File: config.mk
export PLATFORM = sky130hd
export DESIGN_NAME = s15611_acq_sequencer
export DESIGN_NICKNAME = d
export VERILOG_FILES = /design/src/rtl/s15611_pkg.sv /design/src/rtl/s15611_spi_shifter.sv /design/src/rtl/s15611_acq_sequencer.sv
export SDC_FILE = /design/constraint.sdc
export NUM_CORES = 1
export LEC_CHECK = 0
export CORE_UTILIZATION = 30
export CTS_CLUSTER_SIZE = 12
export DETAILED_ROUTE_END_ITERATION = 12
export HOLD_SLACK_MARGIN = 0.06
export MAX_ROUTING_LAYER = met4
export PLACE_DENSITY_LB_ADDON = 0.08
export SLEW_MARGIN = 15
export SYNTH_ARGS = -nofsm -noshare
export SYNTH_HDL_FRONTEND = slang
export SYNTH_HIERARCHICAL = 1
export SYNTH_SLANG_ARGS = --single-unit
File: constraint.sdc
create_clock -name master_clock -period 3.3 [get_ports master_clock]
set_input_delay 0.495 -clock master_clock [delete_from_list [all_inputs] [get_ports master_clock]]
set_output_delay 0.495 -clock master_clock [all_outputs]
set_load 0.02 [all_outputs]
File: src/rtl/s15611_pkg.sv
// Shared types and constants for the S15611 acquisition sequencer:
// FSM states, sensor configuration table and the expected chip ID.
package s15611_pkg;

  typedef enum logic [2:0] {
    RST_HOLD, CFG_SHIFT, CFG_GAP, IDLE, MST_PULSE, READOUT, FAULT
  } acq_state_t;

  localparam int CFG_WORDS = 4;
  localparam int WIDX_W    = $clog2(CFG_WORDS + 1);

  // Entry 0 goes out first; the last entry is the ID read command.
  localparam logic [CFG_WORDS-1:0][15:0] CFG_TABLE = {
    16'h8F00, 16'h0301, 16'h0220, 16'h0100
  };

  localparam logic [15:0] S15611_ID = 16'h5611;

  // Index may run one past the table while the ID is evaluated; return 0 there.
  function automatic logic [15:0] cfg_word(input logic [WIDX_W-1:0] idx);
    cfg_word = '0;
    for (int i = 0; i < CFG_WORDS; i++)
      if (idx == WIDX_W'(i)) cfg_word = CFG_TABLE[i];
  endfunction

endpackage

File: src/rtl/s15611_spi_shifter.sv
// One 16-bit SPI mode-0 transfer: MSB first, mosi changes while sclk is low,
// miso captured on every sclk rise. done is a strobe in the final cycle.
module s15611_spi_shifter #(
  parameter int SCLK_HALF_NCLK = 4
) (
  input  logic        master_clock,
  input  logic        resetn,
  input  logic        start,
  input  logic [15:0] tx_word,
  input  logic        miso,
  output logic        done,
  output logic [15:0] rx_word,
  output logic        sclk,
  output logic        mosi
);

  localparam int HW = $clog2(SCLK_HALF_NCLK + 1);

  logic          active;
  logic [HW-1:0] half_cnt;
  logic [4:0]    edge_cnt;
  logic [15:0]   tx_sr;
  logic          half_last;

  assign half_last = (half_cnt == HW'(SCLK_HALF_NCLK - 1));
  // Combinational so the caller can raise cs on the same edge sclk returns low.
  assign done      = active && half_last && (edge_cnt == 5'd31);
  assign mosi      = tx_sr[15];

  always_ff @(posedge master_clock or negedge resetn) begin
    if (!resetn) begin
      active   <= 1'b0;
      half_cnt <= '0;
      edge_cnt <= '0;
      tx_sr    <= '0;
      rx_word  <= '0;
      sclk     <= 1'b0;
    end else if (!active) begin
      if (start) begin
        active   <= 1'b1;
        tx_sr    <= tx_word;
        half_cnt <= '0;
        edge_cnt <= '0;
        sclk     <= 1'b0;
      end
    end else if (!half_last) begin
      half_cnt <= half_cnt + 1'b1;
    end else begin
      half_cnt <= '0;
      edge_cnt <= edge_cnt + 1'b1;
      sclk     <= ~sclk;
      if (!sclk)
        rx_word <= {rx_word[14:0], miso};
      else if (done) begin
        active <= 1'b0;
        tx_sr  <= '0;
      end else
        tx_sr <= {tx_sr[14:0], 1'b0};
    end
  end

endmodule

File: src/rtl/s15611_acq_sequencer.sv
// S15611 line-sensor sequencer: reset pulse, SPI configuration with ID check,
// then periodic mst-triggered frame readout with timeout and overrun reporting.
module s15611_acq_sequencer
  import s15611_pkg::*;
#(
  parameter int NUMBER_OF_PIXEL      = 128,
  parameter int SCLK_HALF_NCLK       = 4,
  parameter int RSTB_WIDTH_NCLK      = 100,
  parameter int CFG_GAP_NCLK         = 8,
  parameter int MST_WIDTH_NCLK       = 4,
  parameter int READOUT_TIMEOUT_NCLK = 4096
) (
  input  logic        master_clock,
  input  logic        resetn,
  input  logic        enable,
  input  logic [31:0] frame_period,
  input  logic        pixel_valid,
  input  logic        s15611_miso,
  output logic        s15611_rstb,
  output logic        s15611_cs,
  output logic        s15611_sclk,
  output logic        s15611_mosi,
  output logic        s15611_mst,
  output logic        cfg_done,
  output logic        cfg_error,
  output logic        frame_done,
  output logic        frame_timeout,
  output logic        overrun,
  output logic        busy
);

  localparam int M1      = (RSTB_WIDTH_NCLK > READOUT_TIMEOUT_NCLK) ? RSTB_WIDTH_NCLK : READOUT_TIMEOUT_NCLK;
  localparam int M2      = (CFG_GAP_NCLK > MST_WIDTH_NCLK) ? CFG_GAP_NCLK : MST_WIDTH_NCLK;
  localparam int CNT_MAX = (M1 > M2) ? M1 : M2;
  localparam int CNT_W   = $clog2(CNT_MAX + 1);
  localparam int PIX_W   = $clog2(NUMBER_OF_PIXEL + 1);

  acq_state_t        state;
  logic [CNT_W-1:0]  cnt;
  logic [31:0]       period_cnt;
  logic [31:0]       fp_eff;
  logic [PIX_W-1:0]  pix_cnt;
  logic [WIDX_W-1:0] word_idx;
  logic              gap_last, words_left, run_state;
  logic              spi_start, spi_done;
  logic [15:0]       spi_rx;

  assign gap_last   = (cnt == CNT_W'(CFG_GAP_NCLK - 1));
  assign words_left = (word_idx != WIDX_W'(CFG_WORDS));
  assign spi_start  = (state == CFG_GAP) && gap_last && words_left;
  assign run_state  = (state == IDLE) || (state == MST_PULSE) || (state == READOUT);
  // A period shorter than the mst pulse plus one cycle cannot be honoured.
  assign fp_eff     = (frame_period < 32'(MST_WIDTH_NCLK + 1)) ? 32'(MST_WIDTH_NCLK + 1) : frame_period;

  s15611_spi_shifter #(.SCLK_HALF_NCLK(SCLK_HALF_NCLK)) u_spi (
    .master_clock (master_clock),
    .resetn       (resetn),
    .start        (spi_start),
    .tx_word      (cfg_word(word_idx)),
    .miso         (s15611_miso),
    .done         (spi_done),
    .rx_word      (spi_rx),
    .sclk         (s15611_sclk),
    .mosi         (s15611_mosi)
  );

  always_ff @(posedge master_clock or negedge resetn) begin
    if (!resetn) begin
      state         <= RST_HOLD;
      cnt           <= '0;
      period_cnt    <= '0;
      pix_cnt       <= '0;
      word_idx      <= '0;
      s15611_rstb   <= 1'b0;
      s15611_cs     <= 1'b1;
      s15611_mst    <= 1'b0;
      cfg_done      <= 1'b0;
      cfg_error     <= 1'b0;
      frame_done    <= 1'b0;
      frame_timeout <= 1'b0;
      overrun       <= 1'b0;
      busy          <= 1'b0;
    end else begin
      frame_done    <= 1'b0;
      frame_timeout <= 1'b0;
      busy          <= 1'b1;
      if (run_state && period_cnt != 32'd0) period_cnt <= period_cnt - 32'd1;

      case (state)
        RST_HOLD:
          if (cnt == CNT_W'(RSTB_WIDTH_NCLK - 1)) begin
            s15611_rstb <= 1'b1;
            cnt         <= '0;
            word_idx    <= '0;
            state       <= CFG_GAP;
          end else cnt <= cnt + 1'b1;

        CFG_GAP:
          if (gap_last) begin
            cnt <= '0;
            if (words_left) begin
              s15611_cs <= 1'b0;
              state     <= CFG_SHIFT;
            end else if (spi_rx == S15611_ID) begin
              cfg_done <= 1'b1;
              busy     <= 1'b0;
              state    <= IDLE;
            end else begin
              cfg_error <= 1'b1;
              busy      <= 1'b0;
              state     <= FAULT;
            end
          end else cnt <= cnt + 1'b1;

        CFG_SHIFT:
          if (spi_done) begin
            s15611_cs <= 1'b1;
            word_idx  <= word_idx + 1'b1;
            cnt       <= '0;
            state     <= CFG_GAP;
          end

        IDLE: begin
          busy <= 1'b0;
          if (enable && period_cnt == 32'd0) begin
            s15611_mst <= 1'b1;
            period_cnt <= fp_eff - 32'd1;
            cnt        <= '0;
            busy       <= 1'b1;
            state      <= MST_PULSE;
          end
        end

        MST_PULSE:
          if (cnt == CNT_W'(MST_WIDTH_NCLK - 1)) begin
            s15611_mst <= 1'b0;
            cnt        <= '0;
            pix_cnt    <= '0;
            state      <= READOUT;
          end else cnt <= cnt + 1'b1;

        READOUT: begin
          if (period_cnt == 32'd0) overrun <= 1'b1;
          // A strobe wins over a coinciding timeout.
          if (pixel_valid) begin
            cnt <= '0;
            if (pix_cnt == PIX_W'(NUMBER_OF_PIXEL - 1)) begin
              frame_done <= 1'b1;
              busy       <= 1'b0;
              state      <= IDLE;
            end else pix_cnt <= pix_cnt + 1'b1;
          end else if (cnt == CNT_W'(READOUT_TIMEOUT_NCLK - 1)) begin
            frame_timeout <= 1'b1;
            cnt           <= '0;
            busy          <= 1'b0;
            state         <= IDLE;
          end else cnt <= cnt + 1'b1;
        end

        FAULT: busy <= 1'b0;

        default: begin
          busy  <= 1'b0;
          state <= FAULT;
        end
      endcase
    end
  end

endmodule

======== After elaboration in Yosys (flattened, before gate mapping) ========
Cells that the tools add are included.
W data, S select, Z words.
cells by class
  $add $sub $neg .......................... 7
  magnitude comparators ................... 1
  equal/unequal tests ..................... 30
  multiplexer cells ....................... 73
  bitwise gates (word level) .............. 4
  reductions and logical operators ........ 32
operators by type and width
  kind                     count
  $mux W32                 4
  $mux W16                 7
  $mux W13                 7
  $pmux W13 S6             1
  $sub A32 B1 Y32 const B  2
  $mux W3                  15
  $logic_not A32 Y1        1
  $lt A32 B3 Y1 const B    1
  $reduce_bool A32 Y1      1
  $mux W1                  25
  $mux W8                  3
  $pmux W3 S7              1
  $eq A16 B15 Y1 const B   1
  $pmux W8 S2              1
  $reduce_and A4 Y1        4
  $eq A3 B2 Y1 const B     5
  $mux W5                  3
  $reduce_and A3 Y1        5
  $ne A2 B2 Y1 const B     7
  $add A13 B1 Y13 const B  1
  $eq A13 B12 Y1 const B   1
  $eq A13 B2 Y1 const B    1
  $eq A13 B3 Y1 const B    1
  $eq A13 B7 Y1 const B    1
  other kinds (24)         48
storage, ports and cells
  flip-flop bits (word level) ............. 110
  input bits .............................. 37
  output and inout port bits .............. 11
  logic and storage cells ................. 167

======== Depth between registers and ports, before layout ========
Gate-level depths: netlist (run 1).
  depth after elaboration ................. 7
  depth in mapped cells ................... 14
  mapped depth without buffers ............ 11

======== Hierarchy ========
Netlist (run 1), hierarchy kept.
by module, submodules not included
  module                times used  cells each  area each (um2)  sequential area each (um2)
  s15611_acq_sequencer  1           523         4647.0           1702.9
  s15611_spi_shifter    1           158         2064.5           1051.0

======== Worst setup path after synthesis (run 1) ========
Ideal clock, no wire load.
  path kind ............................... in2reg
  start point ............................. input port frame_period[22]
  end point ............................... register period_cnt[28]
  setup time .............................. 0.083 ns
  arrival ................................. 4.016 ns
  required time ........................... 3.217 ns
  setup slack ............................. -0.798 ns
  stages on the path ...................... 13
  path buffers ............................ 2
  cells stage by stage .................... or4_1 or4b_4 nor3_4 buf_6 nand2b_1 ha_1 or4b_2 clkbuf_1 or4_1 nor2b_1 nand3_1 xor2_1 o21ai_0
on the way
  word-level cells in the longest chain between the ends .. 5
ends and longest elaborated chain
  element               RTL line                     source
  start, declared       s15611_acq_sequencer.sv:16   input logic [31:0] frame_period,
  $lt A32 B3 Y1         s15611_acq_sequencer.sv:53   assign fp_eff = (frame_period < 32'(MST_WIDTH_NCLK + 1)) ? 32'(MST_WIDTH_NCLK + 1) : frame_period;
  $mux W32 *            s15611_acq_sequencer.sv:53
  $sub A32 B1 Y32 *     s15611_acq_sequencer.sv:127  period_cnt <= fp_eff - 32'd1;
  $mux W32 *            s15611_acq_sequencer.sv:125  if (enable && period_cnt == 32'd0) begin
  $mux W32 *            s15611_acq_sequencer.sv:89   case (state)
  end signal, assigned  s15611_acq_sequencer.sv:87   if (run_state && period_cnt != 32'd0) period_cnt <= period_cnt - 32'd1;
  end signal, assigned  s15611_acq_sequencer.sv:127
  end, declared         s15611_acq_sequencer.sv:40   logic [31:0] period_cnt;
Mark *: on every way between the ends. The rest lies on a longest branch, timed or not.
A chain may end at the register's enable or synchronous reset.

======== Worst setup path in the final report (run 1) ========
  start point ............................. input port frame_period[15]
  end point ............................... register period_cnt[28]
The elaborated chain is that of the path after synthesis.

==> results of run 1 <==
## cells in the final DEF, fill, tap and decap left out, types with 6 or more instances in the layout
cell	instances
o21ai_0	35
clkbuf_16	9
nand2_1	43
buf_4	65
nor4b_1	7
nand2b_1	10
or4_1	7
mux2_4	9
nand3b_1	7
a21oi_1	20
nor3_1	22
mux2i_1	25
or3_1	6
xnor2_1	32
or4_4	8
nor4_1	16
xor2_1	24
clkdlybuf4s50_1	31
inv_1	11
and3_1	7
conb_1	9
mux2_2	24
a22o_1	11
nor3b_1	8
o21ai_1	16
a31oi_1	9
ha_1	11
dfrtp_1	109
nor2_1	62
nand3_1	17
## power groups by stage
stage	combinational (uW)	clock, uW	sequential, uW
2_1_floorplan	37.9	0	1370
3_3_place_gp	175	0	1370
3_5_place_dp	177	0	1370
4_1_cts	175	1240	1350
5_1_grt	196	1290	1350
6_report	177	1190	1350
## routing by layer
metal,vias to the layer above,track usage (%),wire length [um]
met1,2685,20.8,8080
met3,14,1.83,490
met4,0,4.80,218
met5,-,-,0
met2,93,24.2,7570
li1,2708,-,-
## how the worst min path moves through the flow
stage	slack, ps	startpoint	depth (start not counted)	endpoint
after floorplan	200	resetn	0	busy
after global placement	470	period_cnt[19]	1	period_cnt[19]
after detailed placement	480	s15611_rstb	1	s15611_rstb
after CTS	210	resetn	1	u_spi/tx_sr[3]
after global routing	240	resetn	1	u_spi/tx_sr[3]
final	180	resetn	1	u_spi/tx_sr[3]
## per-stage QoR
| stage | area, um2 | cells | setup WS (ps) |
|---|---|---|---|
| after detailed placement | 7900 | 1048 | -799 |
| after floorplan | 6810 | 689 | -677 |
| after CTS | 8270 | 1069 | -82.6 |
| after global routing | 8340 | 1072 | -71.0 |
| final | 8340 | 1072 | 40.3 |
| after global placement | 7900 | 1048 | -768 |
## state kept, by name, indices dropped and copies added, names as in the netlist
| register | cells |
|---|---|
| busy | 1 |
| frame_timeout | 1 |
| cfg_done | 1 |
| u_spi/active | 1 |
| cnt | 13 |
| u_spi/rx_word | 16 |
| word_idx | 3 |
| s15611_cs | 1 |
| u_spi/edge_cnt | 5 |
| frame_done | 1 |
| u_spi/sclk | 1 |
| overrun | 1 |
| s15611_rstb | 1 |
| pix_cnt | 8 |
| u_spi/tx_sr | 16 |
| period_cnt | 32 |
| s15611_mst | 1 |
| cfg_error | 1 |
| u_spi/half_cnt | 3 |
| state | 3 |
## repair_timing
action,4_1_cts,5_1_grt
gates resized for setup,39,31
hold buffers,0,0
setup buffers,5,3
endpoints found under the setup margin,13,12
pin swaps,10,10
## area by class of cell
type	instances	area [um2]	share of cell area (%)
Clock buffer	9	225	2.70
Clock inverter	7	97.6	1.17
Inverter	12	45.0	0.540
Multi-Input combinational cell	539	3910	46.8
Sequential cell	110	2750	33.0
Tap cell	280	350	4.20
Timing Repair Buffer	115	965	11.6
## logic make-up (layout without fill, tap and decap cells)
logic type               after synthesis  count (layout)  share of synthesized area [%]
AO/OA/AOI/OAI                        132             132                           12.7
XOR/XNOR                              56              56                           7.31
adder cells (fa/ha/maj)               12              12                           2.24
buffers and inverters                 40             143                           3.23
flip-flops                           110             110                           41.0
multiplexers                          59              59                           9.94
other                                  1               9                         0.0559
AND/OR/NAND/NOR                      271             271                           23.5
==> impl_summary.log, run 1 <==
INFO  metric run_status = completed
INFO  metric first_global_vias = 5408
INFO  metric grt.total_usage = 15.4%
INFO  metric setup.worst_path.start_class = input pin
INFO  metric cellPowerDensity = 326 nW/um2
INFO  metric netlist_top_cells_count = dfrtp_1, nor2_1, nand2_1, o21ai_0, xnor2_1
INFO  metric final_core_util = 38.1%
INFO  metric route.vias.total = 5500
INFO  metric synth_cell_type_count = 78
INFO  metric port_buffers = 47
INFO  metric synthMostInstantiatedCell = dfrtp_1
INFO  metric rr_endpoint = u_spi/tx_sr[5]
INFO  metric layout_worst_path_cycle_share = 98.8%
INFO  metric power_frac_clock = 43.9%
INFO  metric power.ir.vdd_worst = 0.000169 V
INFO  metric cp-endpoint = period_cnt[28]
INFO  metric initial_core_utilization = 30.7%
INFO  metric synth.cell_area = 6710 um2
INFO  metric initialDrtViolationCount = 222
INFO  metric postSynthAreaPerCell = 9.86 um2
INFO  metric die-area = 23000 um2
INFO  metric sw_frac_of_total = 24.5%
INFO  metric report.final.slew_viol_count = 0
INFO  metric largest_fanout_on_the_critical_path = 3
INFO  metric die_height = 152 um
INFO  metric yosys_warnings = 6
INFO  metric detailed_place_hpwl = 11.8 mm
INFO  metric power.static_leakage = 0.00328 uW
INFO  metric cp-end-kind = flop
INFO  metric nets = 836
INFO  metric remaining_number_of_nets_flagged_by_the_antenna_check_after_routing = 0
INFO  metric critical_path_depth = 12
INFO  metric internal_power = 2050 uW
INFO  metric worst-endpoint-arrival = 3550 ps
INFO  metric max_capacitance_violation_count = 0
INFO  metric cp.buffers_inverters = 1
INFO  metric worstReg2RegStart = cnt[3]
INFO  metric drc_violations = 0
INFO  metric clk_transition_reported_paths = 90 ps
INFO  metric cp.required = 3590 ps
INFO  metric cts_made_buffers = 9
INFO  metric grt_pass1_wl = 27.2 mm
INFO  metric cts.path.max_buffers = 2
INFO  metric detail_route.vias_per_cell = 5.13
INFO  metric critical_path.max_stage_delay = 530 ps
INFO  metric timing.setup.tns = 0 ps
INFO  metric net-switching-power = 666 uW
INFO  metric relative_max_transition_margin = 51.1%
INFO  metric final.min_clock_period = 3260 ps
INFO  metric synth_sequential_area_ratio = 41.0%
INFO  metric synth_top_cell_area_share = 40.6%
INFO  metric critPathSlowestCell = or4_4
INFO  metric worstMarginPinSlew = 731 ps
INFO  metric report.final.setup_viol = 0
INFO  metric clock_tree_from_tritoncts = yes
INFO  metric finalHoldViolCount = 0
INFO  metric asyncSetResetFlopFracSynth = 100%
INFO  metric io_pins = 48
INFO  metric synth-main-ff-cell = dfrtp_1
INFO  metric seq_power_share = 49.6%
INFO  metric design.core.area = 21900 um2
INFO  metric fin_total_pwr = 2720 uW
INFO  metric dieWidth = 152 um
INFO  metric core.rowCount = 54
INFO  metric register_to_register_setup_slack = 380 ps
INFO  metric worst_clock_skew = 14.5 ps
INFO  metric synthTopCellsByArea = dfrtp_1, xnor2_1, mux2_2
INFO  metric area_delta_synth_final = 24.3%
INFO  metric avgRoutedWirePerCell = 15.3 um
INFO  metric synthDominantAreaCellType = dfrtp_1
INFO  metric cts_num_sinks = 110
INFO  metric drtPass1Iterations = 4
INFO  metric fill_cells = 2256
INFO  metric yosys_register_bits = 110
INFO  metric startpoint = frame_period[15]
INFO  metric min-delay-path-class = input pin to asynchronous set/reset pin
INFO  metric grt-ovfl-total = 0
INFO  metric worst_r2r_path_depth = 7
INFO  metric globalplace.congestion = 0.838
INFO  metric postSynthCellCount = 681
INFO  metric hold_ws = 181 ps
INFO  metric grt_antenna_before_repair = 0
INFO  metric cts-htree-levels = 3
INFO  metric grt_start_max_net_pins = 58
INFO  metric unrepaired_setup_endpoints_after_global_routing = yes
INFO  metric worst-setup-path-type = input pin to flop
INFO  metric drive_gt1_share = 22.2%
INFO  metric clk_root_buffer_cell = clkbuf_16
INFO  metric timing.critical_path.max_delay_family = simple AND/OR/NAND/NOR gates
INFO  metric diodes = 0
INFO  metric detail_route.wirelength = 16.4 mm
INFO  metric clk-insertion-delay-late = 360 ps
INFO  metric synth-edff-count = 0
INFO  metric max_freq = 307 MHz
INFO  metric combPwrFrac = 6.5%
INFO  metric crit_top_cell = or4_4
INFO  metric crit_path_cell_trace = buf_6 > or4_4 > or4_4 > nor3_4 > nand2b_4 > ha_4 > or4b_4 > or4_4 > nor2b_4 > nand3_2 > xor2_1 > o21ai_1
Note: power is estimated with default switching activity, not from simulation.
==> run 2, diff against run 1 <==
--- a/config.mk
+++ b/config.mk
@@ -5,12 +5,13 @@
 export SDC_FILE = /design/constraint.sdc
 export NUM_CORES = 1
 export LEC_CHECK = 0
+export ABC_AREA = 1
 export CORE_UTILIZATION = 30
 export CTS_CLUSTER_SIZE = 12
 export DETAILED_ROUTE_END_ITERATION = 12
 export HOLD_SLACK_MARGIN = 0.06
 export MAX_ROUTING_LAYER = met4
-export PLACE_DENSITY_LB_ADDON = 0.08
+export PLACE_DENSITY_LB_ADDON = 0.05
 export SLEW_MARGIN = 15
 export SYNTH_ARGS = -nofsm -noshare
 export SYNTH_HDL_FRONTEND = slang
==> impl_summary.log, run 2 <==
INFO  metric worstMarginPinSlew = 747 ps
INFO  metric cts.path.max_buffers = 2
INFO  metric route.vias.total = 6850
INFO  metric finalHoldViolCount = 0
INFO  metric drtPass1Iterations = 5
INFO  metric crit_top_cell = nand2_1
INFO  metric internal_power = 2640 uW
INFO  metric cts-htree-levels = 3
INFO  metric port_buffers = 47
INFO  metric fin_ws = 513 ps
INFO  metric largest_fanout_on_the_critical_path = 7
INFO  metric worstReg2RegStart = cnt[0]
INFO  metric startpoint = frame_period[4]
INFO  metric critPathSlowestCell = clkdlybuf4s50_1
INFO  metric core.rowCount = 57
INFO  metric post-place-ws = 118 ps
INFO  metric layout_worst_path_cycle_share = 84.4%
INFO  metric postSynthAreaPerCell = 6.83 um2
INFO  metric worst_r2r_path_depth = 12
INFO  metric biggestRegsByFlops = period_cnt (32), u_spi/rx_word (16), u_spi/tx_sr (16)
INFO  metric report.final.setup_viol = 0
INFO  metric regMostFlops = period_cnt
INFO  metric report.final.slew_viol_count = 0
INFO  metric initial_core_utilization = 30.6%
INFO  metric setup.worst_path.start_class = input pin
INFO  metric die-area = 25500 um2
INFO  metric post_cts_repair_setup_buffers = 0
INFO  metric grt_pass1_wl = 34.7 mm
INFO  metric critical_path.max_stage_delay = 470 ps
INFO  metric final_common_cell = nand2_1
INFO  metric synth_cell_type_count = 48
INFO  metric unrepaired_setup_endpoints_after_global_routing = no
INFO  metric synthMostInstantiatedCell = nand2_1
INFO  metric power_frac_clock = 24.3%
INFO  metric cellPowerDensity = 518 nW/um2
INFO  metric worst-endpoint-arrival = 3030 ps
INFO  metric cts_num_sinks = 110
INFO  metric yosys_warnings = 6
INFO  metric final.min_clock_period = 2790 ps
INFO  metric cp-end-kind = flop
INFO  metric top_signal_layer_used = met4
INFO  metric synthTopCellsByArea = dfrtp_1, nand2_1, inv_1
INFO  metric yosys_register_bits = 110
INFO  metric cts_made_buffers = 9
INFO  metric die_height = 160 um
INFO  metric first_global_vias = 6700
INFO  metric detail_route.wirelength = 20.7 mm
INFO  metric initialDrtViolationCount = 489
INFO  metric max_freq = 359 MHz
INFO  metric io_pins = 48
INFO  metric synth-main-ff-cell = dfrtp_1
INFO  metric crit_path_cell_trace = clkdlybuf4s50_1 > inv_1 > nand2_1 > nor2_1 > nand3_1 > nor2_1 > nand2_4 > nand2_1 > ha_1 > nand4_4 > nor2_4 > nand2_1 > nor2_1 > nand3_1 > nand3_1 > nand2_1
INFO  metric clock_tree_from_tritoncts = yes
INFO  metric hold_ws = 91.7 ps
INFO  metric fin_area = 8660 um2
INFO  metric worst_clock_skew = 10.3 ps
INFO  metric area_delta_synth_final = 16.2%
INFO  metric detail_route.vias_per_cell = 4.61
INFO  metric nets = 1205
INFO  metric power.static_leakage = 0.00419 uW
INFO  metric netlist_top_cells_count = nand2_1, inv_1, nor2_1, dfrtp_1, nand3_1
INFO  metric grt-ovfl-total = 0
INFO  metric drive_gt1_share = 6.12%
INFO  metric avgRoutedWirePerCell = 13.9 um
INFO  metric clk-insertion-delay-late = 360 ps
INFO  metric synth_sequential_area_ratio = 37.0%
INFO  metric net-switching-power = 1840 uW
INFO  metric final_core_util = 35.6%
INFO  metric power.ir.vdd_worst = 0.000252 V
INFO  metric relative_max_transition_margin = 50.2%
INFO  metric synth_top_cell_area_share = 36.6%
INFO  metric dieWidth = 160 um
INFO  metric detailed_place_hpwl = 15.7 mm
INFO  metric met2_wl = 9.84 mm
INFO  metric largest_register_ff_count = 32
INFO  metric diodes = 0
INFO  metric detail_route.wirelength.met1 = 9.98 mm
INFO  metric drc_violations = 0
INFO  metric grt.total_usage = 17.5%
INFO  metric cts-hold-fix-buffers = 0
INFO  metric place_area = 8380 um2
INFO  metric remaining_number_of_nets_flagged_by_the_antenna_check_after_routing = 0
INFO  metric timing.setup.tns = 0 ps
INFO  metric min-delay-path-class = input pin to asynchronous set/reset pin
INFO  metric layout.cells.most_common_list = nand2_1, inv_1, nor2_1, dfrtp_1, nand3_1
INFO  metric synthDominantAreaCellType = dfrtp_1
INFO  metric synth.cell_area = 7450 um2
INFO  metric postSynthCellCount = 1091
INFO  metric max_capacitance_violation_count = 0
INFO  metric sw_frac_of_total = 41.1%
INFO  metric synth-edff-count = 0
INFO  metric cp.required = 3550 ps
INFO  metric design.core.area = 24300 um2
INFO  metric seq_power_share = 39.2%
INFO  metric clk_transition_reported_paths = 80 ps
INFO  metric worst-setup-path-type = input pin to flop
INFO  metric grt_start_max_net_pins = 67
INFO  metric grt_antenna_before_repair = 0
INFO  metric asyncSetResetFlopFracSynth = 100%
INFO  metric cts_resized = 0
INFO  metric combPwrFrac = 36.5%
INFO  metric globalplace.congestion = 0.881
INFO  metric clk_root_buffer_cell = clkbuf_16
INFO  metric met3_wirelength = 567 um
INFO  metric run_status = completed
==> run 2: changes by cell type after synthesis, sizes merged, moves of 11 or more <==
cell,delta
nand2,+297
inv,+148
nand3,+63
mux2,-34
or4,-15
mux2i,-24
xnor2,-18
nand4,+22
nor2,+87
nand2b,-11
a22o,-11
==> run 2: cell families (layout without fill, tap and decap cells) <==
logic type,count (synthesis),in the layout,synth area share [%]
buffers and inverters,179,241,9.81
flip-flops,110,110,37.0
multiplexers,1,1,0.134
XOR/XNOR,39,39,4.58
other,1,9,0.0503
AND/OR/NAND/NOR,653,653,38.9
AO/OA/AOI/OAI,96,96,7.57
adder cells (fa/ha/maj),12,12,2.02
==> run 2: layout make-up <==
| type | instances | area [um2] |
|---|---|---|
| clock buffers | 9 | 225 |
| clock inverters | 7 | 58.8 |
| fillers | 2683 | 15700 |
| inverters | 159 | 597 |
| multi-input cells | 810 | 4000 |
| flip-flops and latches | 110 | 2750 |
| well taps | 324 | 405 |
| repair buffers | 66 | 623 |
==> run 2: worst paths after layout <==
check	end	slack (ps)
max in group asynchronous	s15611_cs	2450
max	period_cnt[26]	510
min reg2reg	u_spi/tx_sr[0]	480
min in group master_clock	u_spi/tx_sr[0]	480
max reg2reg	u_spi/tx_sr[14]	790
min	u_spi/edge_cnt[3]	90
==> run 2: power by group through the flow <==
stage / Combinational (uW) / Clock, uW / Sequential (uW)
6_report: 1640 / 1090 / 1760
4_1_cts: 1660 / 1150 / 1760
3_5_place_dp: 1650 / 0 / 1780
3_3_place_gp: 1670 / 0 / 1790
5_1_grt: 1890 / 1190 / 1790
2_1_floorplan: 1220 / 0 / 1750
==> run 2: critical path: cells and delay by family <==
family        cells  cell delay [ps]
buf+inv           2              550
fa+ha+maj         1              220
simple gates     13             1760
==> run 2: layer usage <==
layer	vias up	GRT usage [%]
met4	0	4.41
met3	19	2.29
met1	3129	22.8
met5	-	-
li1	3574	-
met2	128	28.5
==> run 2: per-stage QoR <==
stage / instances / total power, uW
floorplan: 1099 / 2970
global placement: 1469 / 3450
detailed placement: 1469 / 3440
CTS: 1485 / 4570
global route: 1485 / 4870
finish: 1485 / 4490
